## config.mk

```make
export PLATFORM = sky130hd
export DESIGN_NAME = ps2_rx_flat
export DESIGN_NICKNAME = d
export VERILOG_FILES = /design/src/rtl/ps2_rx_if.sv /design/src/rtl/ps2_rx.sv /design/src/flat_wrapper.sv
export SDC_FILE = /design/constraint.sdc
export NUM_CORES = 1
export LEC_CHECK = 0
export CAP_MARGIN = 40
export CORE_ASPECT_RATIO = 0.75
export CORE_MARGIN = 8
export CORE_UTILIZATION = 50
export CTS_BUF_LIST = sky130_fd_sc_hd__clkbuf_2
export DETAILED_ROUTE_END_ITERATION = 10
export GPL_ROUTABILITY_DRIVEN = 1
export GPL_TIMING_DRIVEN = 0
export PLACE_DENSITY = 0.68
export SYNTH_ARGS = -nofsm -noshare
export SYNTH_HDL_FRONTEND = slang
export SYNTH_SLANG_ARGS = --single-unit
```

## constraint.sdc

```tcl
create_clock -name clk -period 3.58 [get_ports clk]
set_input_delay 0.358 -clock clk [delete_from_list [all_inputs] [get_ports clk]]
set_output_delay 0.358 -clock clk [all_outputs]
set_load 0.03 [all_outputs]
```

## src/rtl/ps2_rx_if.sv

```systemverilog
// Line pair, byte stream and status pulses of the PS/2 receiver.
// Suffixes give direction as seen from the receiver (slave side).
interface ps2_rx_if;
  logic       ps2_clk_i;
  logic       ps2_dat_i;
  logic [7:0] data_o;
  logic       valid_o;
  logic       ready_i;
  logic       busy_o;
  logic       parity_err_o;
  logic       frame_err_o;
  logic       timeout_err_o;
  logic       overflow_o;

  modport master (
    output ps2_clk_i, ps2_dat_i, ready_i,
    input  data_o, valid_o, busy_o, parity_err_o, frame_err_o, timeout_err_o, overflow_o
  );

  modport slave (
    input  ps2_clk_i, ps2_dat_i, ready_i,
    output data_o, valid_o, busy_o, parity_err_o, frame_err_o, timeout_err_o, overflow_o
  );
endinterface

```

## src/rtl/ps2_rx.sv

```systemverilog
// PS/2 frame receiver: synchronise and deglitch the line clock, deserialise
// start/8 data/odd parity/stop frames, and buffer good bytes in a small FIFO.
module ps2_rx #(
  parameter int FILTER_LEN     = 4,
  parameter int TIMEOUT_CYCLES = 200,
  parameter int FIFO_DEPTH     = 4
) (
  input logic     clk,
  input logic     reset,
  ps2_rx_if.slave bus
);

  localparam int AW = $clog2(FIFO_DEPTH);
  localparam int TW = $clog2(TIMEOUT_CYCLES + 1);
  localparam int WW = $clog2(FILTER_LEN + 3);
  localparam logic [TW-1:0] TOUT     = TW'(TIMEOUT_CYCLES);
  localparam logic [TW-1:0] TCNT_ONE = TW'(1);
  localparam logic [WW-1:0] WARM     = WW'(FILTER_LEN + 2);
  localparam logic [WW-1:0] WARM_ONE = WW'(1);
  localparam logic [AW:0]   PTR_ONE  = (AW + 1)'(1);

  typedef enum logic [1:0] {
    S_IDLE   = 2'd0,
    S_DATA   = 2'd1,
    S_PARITY = 2'd2,
    S_STOP   = 2'd3
  } state_t;

  logic [1:0]            clk_sync_q;
  logic [1:0]            dat_sync_q;
  logic [FILTER_LEN-1:0] hist_q;
  logic                  filt_q;
  logic                  filt_d;
  logic [WW-1:0]         warm_q;
  logic                  armed_q;
  logic                  all_hi_s;
  logic                  all_lo_s;
  logic                  sample_s;
  logic                  bit_s;

  state_t                state_q, state_d;
  logic [2:0]            bit_cnt_q, bit_cnt_d;
  logic [7:0]            shreg_q, shreg_d;
  logic                  par_q, par_d;
  logic [TW-1:0]         tcnt_q, tcnt_d;
  logic                  tout_hit_s;
  logic                  push_q, push_d;
  logic                  perr_q, perr_d;
  logic                  ferr_q, ferr_d;
  logic                  terr_q, terr_d;

  logic [7:0]            mem_q [FIFO_DEPTH];
  logic [AW:0]           wr_ptr_q;
  logic [AW:0]           rd_ptr_q;
  logic                  ovf_q;
  logic                  empty_s;
  logic                  full_s;
  logic                  pop_s;
  logic                  wr_en_s;

  assign all_hi_s = &hist_q;
  assign all_lo_s = ~|hist_q;
  assign filt_d   = all_hi_s ? 1'b1 : (all_lo_s ? 1'b0 : filt_q);
  // Edges only count once the line has been seen high with real samples after reset.
  assign sample_s = filt_q & all_lo_s & armed_q;
  assign bit_s    = dat_sync_q[1];

  always_ff @(posedge clk or posedge reset) begin
    if (reset) begin
      clk_sync_q <= 2'b11;
      dat_sync_q <= 2'b11;
      hist_q     <= '1;
      filt_q     <= 1'b1;
      warm_q     <= '0;
      armed_q    <= 1'b0;
    end else begin
      clk_sync_q <= {clk_sync_q[0], bus.ps2_clk_i};
      dat_sync_q <= {dat_sync_q[0], bus.ps2_dat_i};
      hist_q     <= {hist_q[FILTER_LEN-2:0], clk_sync_q[1]};
      filt_q     <= filt_d;
      warm_q     <= (warm_q == WARM) ? warm_q : warm_q + WARM_ONE;
      armed_q    <= armed_q | ((warm_q == WARM) & all_hi_s);
    end
  end

  assign tout_hit_s = (state_q != S_IDLE) && (tcnt_q == TOUT);

  always_ff @(posedge clk or posedge reset) begin
    if (reset) begin
      state_q <= S_IDLE;
    end else begin
      state_q <= state_d;
    end
  end

  always_comb begin
    state_d = state_q;
    if (tout_hit_s) begin
      state_d = S_IDLE;
    end else if (sample_s) begin
      case (state_q)
        S_IDLE:   state_d = bit_s ? S_IDLE : S_DATA;
        S_DATA:   state_d = (bit_cnt_q == 3'd7) ? S_PARITY : S_DATA;
        S_PARITY: state_d = S_STOP;
        S_STOP:   state_d = S_IDLE;
        default:  state_d = S_IDLE;
      endcase
    end else begin
      state_d = state_q;
    end
  end

  always_comb begin
    bit_cnt_d = bit_cnt_q;
    shreg_d   = shreg_q;
    par_d     = par_q;
    push_d    = 1'b0;
    perr_d    = 1'b0;
    ferr_d    = 1'b0;
    terr_d    = 1'b0;
    if (state_q == S_IDLE || sample_s) begin
      tcnt_d = '0;
    end else if (tcnt_q != TOUT) begin
      tcnt_d = tcnt_q + TCNT_ONE;
    end else begin
      tcnt_d = tcnt_q;
    end
    if (tout_hit_s) begin
      terr_d = 1'b1;
    end else if (sample_s) begin
      case (state_q)
        S_IDLE:   bit_cnt_d = 3'd0;
        S_DATA: begin
          shreg_d[bit_cnt_q] = bit_s;
          bit_cnt_d          = bit_cnt_q + 3'd1;
        end
        S_PARITY: par_d = bit_s;
        S_STOP: begin
          // A bad stop bit masks any parity result.
          if (!bit_s) begin
            ferr_d = 1'b1;
          end else if (^{shreg_q, par_q}) begin
            push_d = 1'b1;
          end else begin
            perr_d = 1'b1;
          end
        end
        default:  bit_cnt_d = 3'd0;
      endcase
    end else begin
      terr_d = 1'b0;
    end
  end

  always_ff @(posedge clk or posedge reset) begin
    if (reset) begin
      bit_cnt_q <= 3'd0;
      shreg_q   <= 8'h00;
      par_q     <= 1'b0;
      tcnt_q    <= '0;
      push_q    <= 1'b0;
      perr_q    <= 1'b0;
      ferr_q    <= 1'b0;
      terr_q    <= 1'b0;
    end else begin
      bit_cnt_q <= bit_cnt_d;
      shreg_q   <= shreg_d;
      par_q     <= par_d;
      tcnt_q    <= tcnt_d;
      push_q    <= push_d;
      perr_q    <= perr_d;
      ferr_q    <= ferr_d;
      terr_q    <= terr_d;
    end
  end

  assign empty_s = (wr_ptr_q == rd_ptr_q);
  assign full_s  = (wr_ptr_q[AW] != rd_ptr_q[AW]) && (wr_ptr_q[AW-1:0] == rd_ptr_q[AW-1:0]);
  assign pop_s   = ~empty_s & bus.ready_i;
  assign wr_en_s = push_q & (~full_s | pop_s);

  always_ff @(posedge clk or posedge reset) begin
    if (reset) begin
      for (int i = 0; i < FIFO_DEPTH; i++) begin
        mem_q[i] <= 8'h00;
      end
      wr_ptr_q <= '0;
      rd_ptr_q <= '0;
      ovf_q    <= 1'b0;
    end else begin
      if (wr_en_s) begin
        mem_q[wr_ptr_q[AW-1:0]] <= shreg_q;
        wr_ptr_q                <= wr_ptr_q + PTR_ONE;
      end
      if (pop_s) begin
        rd_ptr_q <= rd_ptr_q + PTR_ONE;
      end
      ovf_q <= push_q & full_s & ~pop_s;
    end
  end

  assign bus.data_o        = mem_q[rd_ptr_q[AW-1:0]];
  assign bus.valid_o       = ~empty_s;
  assign bus.busy_o        = (state_q != S_IDLE);
  assign bus.parity_err_o  = perr_q;
  assign bus.frame_err_o   = ferr_q;
  assign bus.timeout_err_o = terr_q;
  assign bus.overflow_o    = ovf_q;

endmodule

```

## src/flat_wrapper.sv

```systemverilog
// flat-port wrapper written by rule: the top's interface ports become plain ports
module ps2_rx_flat 
#(
  parameter int FILTER_LEN     = 4,
  parameter int TIMEOUT_CYCLES = 200,
  parameter int FIFO_DEPTH     = 4
)
  (clk, reset, bus_ps2_clk_i, bus_ps2_dat_i, bus_ready_i, bus_data_o, bus_valid_o, bus_busy_o, bus_parity_err_o, bus_frame_err_o, bus_timeout_err_o, bus_overflow_o);
  ps2_rx_if bus_i ();
  input logic clk;
  input logic reset;
  input wire logic [$bits(bus_i.ps2_clk_i)-1:0] bus_ps2_clk_i;
  input wire logic [$bits(bus_i.ps2_dat_i)-1:0] bus_ps2_dat_i;
  input wire logic [$bits(bus_i.ready_i)-1:0] bus_ready_i;
  output wire logic [$bits(bus_i.data_o)-1:0] bus_data_o;
  output wire logic [$bits(bus_i.valid_o)-1:0] bus_valid_o;
  output wire logic [$bits(bus_i.busy_o)-1:0] bus_busy_o;
  output wire logic [$bits(bus_i.parity_err_o)-1:0] bus_parity_err_o;
  output wire logic [$bits(bus_i.frame_err_o)-1:0] bus_frame_err_o;
  output wire logic [$bits(bus_i.timeout_err_o)-1:0] bus_timeout_err_o;
  output wire logic [$bits(bus_i.overflow_o)-1:0] bus_overflow_o;
  assign bus_i.ps2_clk_i = bus_ps2_clk_i;
  assign bus_i.ps2_dat_i = bus_ps2_dat_i;
  assign bus_i.ready_i = bus_ready_i;
  assign bus_data_o = bus_i.data_o;
  assign bus_valid_o = bus_i.valid_o;
  assign bus_busy_o = bus_i.busy_o;
  assign bus_parity_err_o = bus_i.parity_err_o;
  assign bus_frame_err_o = bus_i.frame_err_o;
  assign bus_timeout_err_o = bus_i.timeout_err_o;
  assign bus_overflow_o = bus_i.overflow_o;
  ps2_rx #(.FILTER_LEN(FILTER_LEN), .TIMEOUT_CYCLES(TIMEOUT_CYCLES), .FIFO_DEPTH(FIFO_DEPTH)) u_core (.clk(clk), .reset(reset), .bus(bus_i));
endmodule
```

==> flow_summary_export.csv, run 1 <==
group,metric,value,unit
grt,grt_pass1_wl,10800,um
critical_path,arrival,2.28,ns
critical_path,critPathCaptureType,"primary output",
route,routed_wl,6090,um
cells_and_area,diodes,0,
sta,setup_viol,0,
critical_path,critPathMaxFanout,10,
critical_path,critical_path_required,3.22,ns
route,final_antenna_net_count,0,
die,die-width,114,um
cts,htree_levels,3,
cts,cts_resized,0,
synth,synth_area,3610,um^2
critical_path,critPathCapture,"bus_valid_o",
cells_and_area,stdcell_count,405,
cts,holdBufCountCts,0,
synth,yosysMostFrequentCell,"dfrtp_1",
placement,gp_congestion,0.785,
grt,grt_max_degree,46,
cts,cts_tree,"yes",
cts,numCtsBuffers,9,
sta,finalCritPeriodShare,0.737,
sta,period_minus_slack,2.64,ns
synth,synthCells,272,
synth,synth.area.top_cells,"dfrtp_1 (48%), mux2_2 (12%), dfstp_2 (6.6%)",
synth,syn_avg_cell_area,13.3,um^2
placement,hpwl,4230,um
cts,path_clk_slew,0.21,ns
placement,port-buffer-count,18,
cts,ctsLongestPathBuffers,2,
grt,antenna_found_initial,0,
synth,synth_common_cells,"dfrtp_1 (69), mux2_2 (40), nor2_1 (16)",
sta,fin_ws,0.940,ns
route,drt_pre_antenna_iters,4,
synth,synth_top_area_frac,0.479,
route,wire_per_inst,15.0,um
synth,synth_cell_type_count,42,
cells_and_area,nNetsFinal,318,
route,avgViaCountPerCell,5.24,
cells_and_area,final_layout_size_suffix_gt1_frac,0.280,
sta,skew,0.0196,ns
cts,insertion_delay,0.50,ns
route,drt_iter0_drc,72,
status,outcome,"completed",
die,initial_core_util,0.523,
sta,max-slew-margin-rel,0.705,
sta,final_hold_viol_count,0,
critical_path,r2r-start,"u_core.tcnt_q[0]",
synth,synth-edff-count,0,
critical_path,r2r_cells,8,
grt,grt_pass1_vias,2241,
pwr,peakVddDrop,0.000187,V
synth,synth_seq_cells,78,
synth,synth-main-ff-cell,"dfrtp_1",
synth,yosysTopAreaCell,"dfrtp_1",
pwr,p_leak,0.00186,uW
grt,track_usage,0.135,
sta,max_freq,379,MHz
cells_and_area,nFillCells,596,
cts,post_cts_buffers,0,
placement,place_ws,1.47,ns
sta,worst_pin_slew,0.442,ns
placement,dp.cells,389,
route,routed-via-count,2121,
route,drc_errors,0,
cts,cts_root_buffer,"clkbuf_2",
grt,grt_overflow,0,
die,rows,26,
pwr,powerDensity,369,nW/um^2
synth,syn_nets,288,
die,die-area,10200,um^2
die,die_h,89.5,um
sta,slew_violations,0,
die,core,6900,um^2
critical_path,r2r_end,"u_core.shreg_q[5]",
synth,yosys_warnings,0,
cells_and_area,syn_to_final_growth,11.7,%
critical_path,start_kind,"register",
critical_path,setup.worst_path.start,"u_core.rd_ptr_q[1]",
sta,rsz0062_at_grt,"no",
synth,synthArstFlopShare,1.00,
synth,seq_area_frac_synth,0.544,
flow_run,drv_cap,0,
die,io_pins,19,
cts,clock_sinks,78,
hold_path,hp-class,"input port to async pin",
critical_path,r2r_slack,1.48,ns
critical_path,worstSetupPathType,"register to primary output",
[how the worst min path moves through the flow]
stage | cells after the start | endpoint | slack (ns) | startpoint
finish | 2 | u_core.mem_q[13] | 0.18 | reset
CTS | 2 | u_core.mem_q[13] | 0.15 | reset
floorplan | 0 | u_core.clk_sync_q[1] | 0.35 | u_core.clk_sync_q[0]
detailed placement | 0 | u_core.dat_sync_q[1] | 0.35 | u_core.dat_sync_q[0]
global placement | 0 | u_core.dat_sync_q[1] | 0.35 | u_core.dat_sync_q[0]
global route | 2 | u_core.mem_q[5] | 0.16 | reset
[cell type report]
cell class,count,area (um^2),area share
plain buffers,8,53.8,0.0134
clock buffers,10,50.0,0.0124
clock inverters,6,38.8,0.00963
inverters,12,47.5,0.0118
multi-input cells,174,1540,0.383
flip-flops and latches,78,1960,0.487
well taps,98,123,0.0304
repair buffers,19,208,0.0516
[metrics by stage]
stage / total power (uW) / instance area (um^2) / setup TNS, ns / utilization / hold slack, ns
finish: 1490 / 4030 / 0 / 0.584 / 0.179
CTS: 1520 / 4030 / 0 / 0.584 / 0.152
global route: 1570 / 4030 / 0 / 0.584 / 0.159
global placement: 1110 / 3910 / -3.38 / 0.567 / 0.346
detailed placement: 1120 / 3940 / 0 / 0.571 / 0.347
floorplan: 1060 / 3610 / 0 / - / 0.345
[worst max-delay path, stage by stage, from the launching register on]
cell and delay (ns):
dfrtp_1 0.42, buf_2 0.22, xnor2_1 0.35, nand3b_1 0.17, clkdlybuf4s50_1 0.63
[cells by family after synthesis]
logic type	Yosys count	share of synthesized area
adder cells (fa/ha/maj)	11	0.0382
buffers and inverters	20	0.0274
XOR/XNOR	21	0.0548
AND/OR/NAND/NOR	75	0.116
AO/OA/AOI/OAI	16	0.0350
flip-flops	78	0.544
multiplexers	51	0.184
[routing by layer]
layer	GRT usage	up-vias	share of wire
li1	-	1034	-
met1	0.182	1047	0.53
met2	0.204	33	0.42
met3	0.0425	7	0.039
met4	0.0433	0	0.0094
met5	0	-	0
[sequential cells by signal, indices dropped and copies added, names as in the netlist]
name	flops
u_core.rd_ptr_q	3
u_core.warm_q	3
u_core.tcnt_q	8
u_core.state_q	2
u_core.bus.timeout_err_o	1
u_core.wr_ptr_q	3
u_core.clk_sync_q	2
u_core.dat_sync_q	2
u_core.armed_q	1
u_core.bus.frame_err_o	1
u_core.bus.parity_err_o	1
u_core.shreg_q	8
u_core.par_q	1
u_core.bus.overflow_o	1
u_core.filt_q	1
u_core.push_q	1
u_core.mem_q	32
u_core.hist_q	4
u_core.bit_cnt_q	3
[cell usage in the layout, fill, tap and decap left out, types with 4 or more instances in the layout]
| master | netlist | layout |
|---|---|---|
| nor2_1 | 16 | 16 |
| dfrtp_1 | 69 | 69 |
| nand2_2 | 4 | 4 |
| dfstp_2 | 9 | 9 |
| nand3_1 | 9 | 9 |
| clkbuf_2 | 0 | 10 |
| nand2_1 | 13 | 13 |
| inv_1 | 12 | 11 |
| mux4_2 | 8 | 8 |
| clkbuf_1 | 4 | 4 |
| ha_1 | 11 | 11 |
| nand4_1 | 5 | 5 |
| mux2_2 | 40 | 40 |
| clkdlybuf4s50_1 | 0 | 18 |
| o21ai_0 | 4 | 4 |
| a21oi_1 | 4 | 4 |
| xor2_1 | 6 | 6 |
| nor4b_1 | 4 | 4 |
| and3_1 | 4 | 4 |
| xnor2_1 | 14 | 14 |
[power breakdown]
group | switching (uW) | total, uW | internal, uW
Clock | 297 | 388 | 91.4
Combinational | 94.9 | 155 | 60.3
Sequential | 29.3 | 944 | 915
Total | 421 | 1490 | 1070
Note: power is estimated with default switching activity, not from simulation.
==> run 2, diff against run 1 <==
PLACE_DENSITY = 0.71   (was 0.68)
clock period = 2.3 ns   (was 3.58 ns; I/O delays follow)
==> run 2 against run 1 <==
Net effect:
- wire length grew 5.4%
- non-clock buffer count up 3
- core utilization up 0.93 points
- power is 63% higher
- critical endpoint is now bus_data_o[3]
- critical path type unchanged
- sequential power increased by 56%
- die area is the same
- cell count increased by 0.74%
- sequential share of layout area fell by 0.76 points
==> flow_summary_export.csv, run 2 (synthesis results as in run 1) <==
group,metric,value,unit
placement,gp_congestion,0.729,
critical_path,start_kind,"register",
sta,finalCritPeriodShare,0.945,
route,avgViaCountPerCell,5.40,
sta,skew,0.0232,ns
cells_and_area,nNetsFinal,321,
sta,slew_violations,0,
pwr,p_total,2430,uW
route,drt_iter0_drc,90,
die,rows,26,
placement,port-buffer-count,18,
route,drc_errors,0,
cells_and_area,syn_to_final_growth,13.5,%
critical_path,r2r-start,"u_core.tcnt_q[0]",
cells_and_area,diodes,0,
pwr,p_leak,0.00191,uW
cells_and_area,largest_reg_flops,32,
cts,cts_tree,"yes",
die,die-width,114,um
cts,clock_sinks,78,
cells_and_area,nFillCells,574,
sta,final_hold_viol_count,0,
grt,grt_overflow,0,
cts,numCtsBuffers,9,
grt,antenna_found_initial,0,
route,wire_per_inst,15.7,um
sta,max-slew-margin-rel,0.724,
critical_path,r2r_end,"u_core.shreg_q[4]",
route,routed_wl,6420,um
sta,setup_viol,0,
route,final_antenna_net_count,0,
sta,period_minus_slack,2.17,ns
route,drt_pre_antenna_iters,4,
cells_and_area,top_register,"u_core.mem_q",
cells_and_area,final_layout_size_suffix_gt1_frac,0.319,
grt,grt_pass1_wl,11200,um
cts,insertion_delay,0.52,ns
die,initial_core_util,0.523,
die,die-area,10200,um^2
sta,tns,0,ns
die,io_pins,19,
critical_path,r2r_slack,0.14,ns
sta,max_freq,460,MHz
sta,rsz0062_at_grt,"no",
die,core,6900,um^2
die,die_h,89.5,um
critical_path,worstSetupPathType,"register to primary output",
cts,cts_root_buffer,"clkbuf_2",
critical_path,critical_path_required,2.07,ns
pwr,peakVddDrop,0.000585,V
hold_path,hold_depth,1,
placement,hpwl,4360,um
flow_run,drv_cap,0,
cts,path_clk_slew,0.20,ns
critical_path,critPathMaxFanout,10,
cells_and_area,final_cell_mix,"dfrtp_1 (69), mux2_2 (40), nor2_1 (16), clkbuf_2 (16), nand2_1 (13)",
route,routed-via-count,2202,
hold_path,min_to,"u_core.dat_sync_q[0]",
hold_path,min_from,"bus_ps2_dat_i",
cells_and_area,largestRegisters,"u_core.mem_q: 32 flops, u_core.shreg_q: 8 flops, u_core.tcnt_q: 8 flops",
sta,worst_pin_slew,0.408,ns
cts,htree_levels,3,
critical_path,r2r_cells,8,
grt,grt_pass1_vias,2226,
sta,whs,0.112,ns
status,outcome,"completed",
cts,ctsLongestPathBuffers,2,
critical_path,arrival,1.94,ns
cells_and_area,final_common_cell,"dfrtp_1",
critical_path,critPathCaptureType,"primary output",
pwr,powerDensity,594,nW/um^2
grt,track_usage,0.143,
hold_path,hp-class,"input port to register",
grt,grt_max_degree,63,
## run 2: cell types whose count changed in the layout (fill, tap and decap cells not counted), moves of 2 or more
| cell | delta |
|---|---|
| xnor2_1 | -2 |
| dlygate4sd3_1 | +2 |
| clkinvlp_4 | -2 |
| clkbuf_2 | +6 |
| clkdlybuf4s50_1 | -10 |
| clkdlybuf4s15_2 | +4 |
## run 2: area by class of cell
class | count | area [um^2] | share of cell area
Multi-Input combinational cell | 174 | 1570 | 0.384
Clock buffer | 10 | 50.0 | 0.0122
Buffer | 8 | 61.3 | 0.0150
Tap cell | 98 | 123 | 0.0300
Sequential cell | 78 | 1960 | 0.480
Timing Repair Buffer | 22 | 214 | 0.0523
Inverter | 12 | 47.5 | 0.0116
Clock inverter | 6 | 62.6 | 0.0153
## run 2: worst max path at each step
stage                            start  cells past startpoint           endpoint  slack, ns
floorplan                        reset                      1     u_core.armed_q       0.09
global placement                 reset                      2   u_core.tcnt_q[5]      -1.12
detailed placement    u_core.tcnt_q[0]                      8  u_core.shreg_q[4]       0.17
CTS                 u_core.rd_ptr_q[0]                      3      bus_data_o[4]     -0.004
global route         u_core.state_q[0]                      3         bus_busy_o     0.0004
finish              u_core.rd_ptr_q[0]                      3      bus_data_o[3]       0.13
## run 2: report_power, final
group / internal [uW] / total, uW / switching (uW)
logic: 92.3 / 242 / 150
registers: 1420 / 1470 / 45.4
clock network: 254 / 718 / 464
## run 2: critical path, stage by stage (launching register included)
cell	delay [ns]
dfrtp_1	0.42
buf_8	0.18
mux4_2	0.53
clkdlybuf4s15_2	0.30
## run 2: metrics by stage
stage,instances,area [um^2],util,setup slack [ns]
2_1_floorplan,272,3610,-,0.0899
3_3_place_gp,388,3910,0.567,-1.12
3_5_place_dp,389,3940,0.571,0.167
4_1_cts,406,4080,0.591,-0.00429
5_1_grt,408,4090,0.593,0.000383
6_report,408,4090,0.593,0.127
## run 2: metal layers
layer  GRT usage  share of wire
met1       0.191           0.50
met2       0.210           0.45
met3      0.0452          0.038
met4      0.0614          0.018
met5           0              0
## run 2: timing repair
item,4_1_cts,5_1_grt
hold buffers,1,1
pin swaps,0,0
resized for setup,21,13
setup buffers,0,1
setup endpoints to repair,10,8
endpoints found under the hold margin,9,1
==> run 3, diff against run 2 <==
PLACE_DENSITY = 0.68   (was 0.71)
SETUP_SLACK_MARGIN = 0.5   (was not set)
clock period = 2.7 ns   (was 2.3 ns; I/O delays follow)
==> run 3 against run 2 <==
Net effect:
- critical path depth unchanged
- power decreased by 18%
- via count down 0.68%
- largest power group unchanged
- wire length down 1.1%
==> flow_summary_export.csv, run 3 (synthesis results as in run 1) <==
group,metric,value,unit
status,outcome,"completed",
placement,port-buffer-count,18,
cts,cts_root_buffer,"clkbuf_2",
sta,skew,0.0326,ns
critical_path,slowest_delay,0.48,ns
cts,htree_levels,3,
cts,clock_sinks,78,
cells_and_area,final_layout_size_suffix_gt1_frac,0.340,
die,io_pins,19,
cells_and_area,postLayoutCoreUtil,0.591,
critical_path,critPathCaptureType,"primary output",
grt,grt_pass1_wl,10900,um
grt,grt_overflow,0,
critical_path,cp_cell_sequence,"clkbuf_16 -> mux4_2 -> buf_2",
die,die-area,10200,um^2
cells_and_area,diodes,0,
sta,tns,0,ns
grt,track_usage,0.137,
cells_and_area,stdcell_count,410,
die,core,6900,um^2
die,initial_core_util,0.523,
pwr,p_total,2000,uW
flow_run,drv_cap,0,
cells_and_area,largestRegisters,"u_core.mem_q: 32 flops, u_core.shreg_q: 8 flops, u_core.tcnt_q: 8 flops",
pwr,p_leak,0.00191,uW
critical_path,start_kind,"register",
cells_and_area,nNetsFinal,323,
critical_path,critical_path.slowest_cell,"dfrtp_2",
critical_path,worstSetupPathType,"register to primary output",
cells_and_area,syn_to_final_growth,13.1,%
cts,path_clk_slew,0.21,ns
critical_path,critPathMaxFanout,5,
route,routed-via-count,2187,
cells_and_area,largest_reg_flops,32,
die,die_h,89.5,um
grt,grt_pass1_vias,2186,
placement,gp_congestion,0.784,
route,final_antenna_net_count,0,
critical_path,arrival,1.83,ns
sta,max-slew-margin-rel,0.727,
grt,grt_max_degree,39,
route,drc_errors,0,
pwr,powerDensity,490,nW/um^2
die,die-width,114,um
route,avgViaCountPerCell,5.33,
grt,antenna_found_initial,0,
route,routed_wl,6350,um
sta,slew_violations,0,
sta,rsz0062_at_grt,"yes",
cts,numCtsBuffers,9,
sta,period_minus_slack,2.10,ns
cts,insertion_delay,0.51,ns
cts,cts_tree,"yes",
hold_path,hp-class,"input port to register",
sta,max_freq,476,MHz
placement,hpwl,4330,um
cells_and_area,final_cell_mix,"dfrtp_1 (68), mux2_2 (40), nor2_1 (16), clkbuf_2 (15), nand2_1 (13)",
sta,worst_pin_slew,0.409,ns
cts,ctsLongestPathBuffers,2,
pwr,peakVddDrop,0.000238,V
critical_path,r2r_slack,0.60,ns
placement,place_ws,0.570,ns
route,drt_pre_antenna_iters,4,
cells_and_area,nFillCells,592,
placement,dp.cells,390,
route,drt_iter0_drc,102,
sta,final_hold_viol_count,0,
sta,fin_ws,0.597,ns
cells_and_area,final_common_cell,"dfrtp_1",
die,rows,26,
route,wire_per_inst,15.5,um
sta,setup_viol,0,
cells_and_area,top_register,"u_core.mem_q",
critical_path,critical_path_required,2.43,ns
sta,finalCritPeriodShare,0.779,
-- run 3: worst paths after layout --
path / from / endpoint / cells after the start
worst max-delay path: u_core.rd_ptr_q[0] / bus_data_o[3] / 3
worst min-delay path: bus_ps2_clk_i / u_core.clk_sync_q[0] / 1
worst max register to register: u_core.tcnt_q[1] / u_core.shreg_q[5] / 8
worst min register to register: u_core.clk_sync_q[1] / u_core.hist_q[0] / 0
max in group asynchronous: reset / u_core.filt_q / 4
min in group asynchronous: reset / u_core.mem_q[13] / 3
-- run 3: through the flow --
step | instance area [um^2] | hold WS [ns]
floorplan | 3610 | 0.274
global placement | 3910 | 0.346
detailed placement | 3950 | 0.347
CTS | 4040 | 0.0880
global route | 4080 | 0.0512
finish | 4080 | 0.141
-- run 3: final cells by class --
type / instances / area (um^2) / share of cell area
Sequential cell: 78 / 1960 / 0.482
Clock buffer: 11 / 55.1 / 0.0135
Multi-Input combinational cell: 174 / 1570 / 0.384
Inverter: 12 / 48.8 / 0.0120
Timing Repair Buffer: 24 / 220 / 0.0540
Clock inverter: 5 / 36.3 / 0.00890
Buffer: 8 / 65.1 / 0.0160
Tap cell: 98 / 123 / 0.0301
-- run 3: per-layer routing --
| layer | part of all wire | track usage |
|---|---|---|
| met1 | 0.53 | 0.182 |
| met2 | 0.42 | 0.207 |
| met5 | 0 | 0 |
| met3 | 0.045 | 0.0513 |
| met4 | 0.0046 | 0.0325 |
-- run 3: repair_timing --
action	4_1_cts	5_1_grt
hold buffers	1	0
resized for setup	48	6
setup buffers	0	2
setup endpoints to repair	10	8
hold endpoints to repair	10	0
pin swaps	0	0
gates cloned	0	1
-- run 3: critical path, delay by kind of cell, from the launching register on --
| family | cells | cell delay, ns |
|---|---|---|
| flip-flops | 1 | 0.48 |
| multiplexers | 1 | 0.48 |
| buffers and inverters | 2 | 0.37 |
-- run 3: power by group --
part           switching (uW)  internal (uW)
Combinational             130           85.7
Clock                     399            129
Sequential               39.3           1210
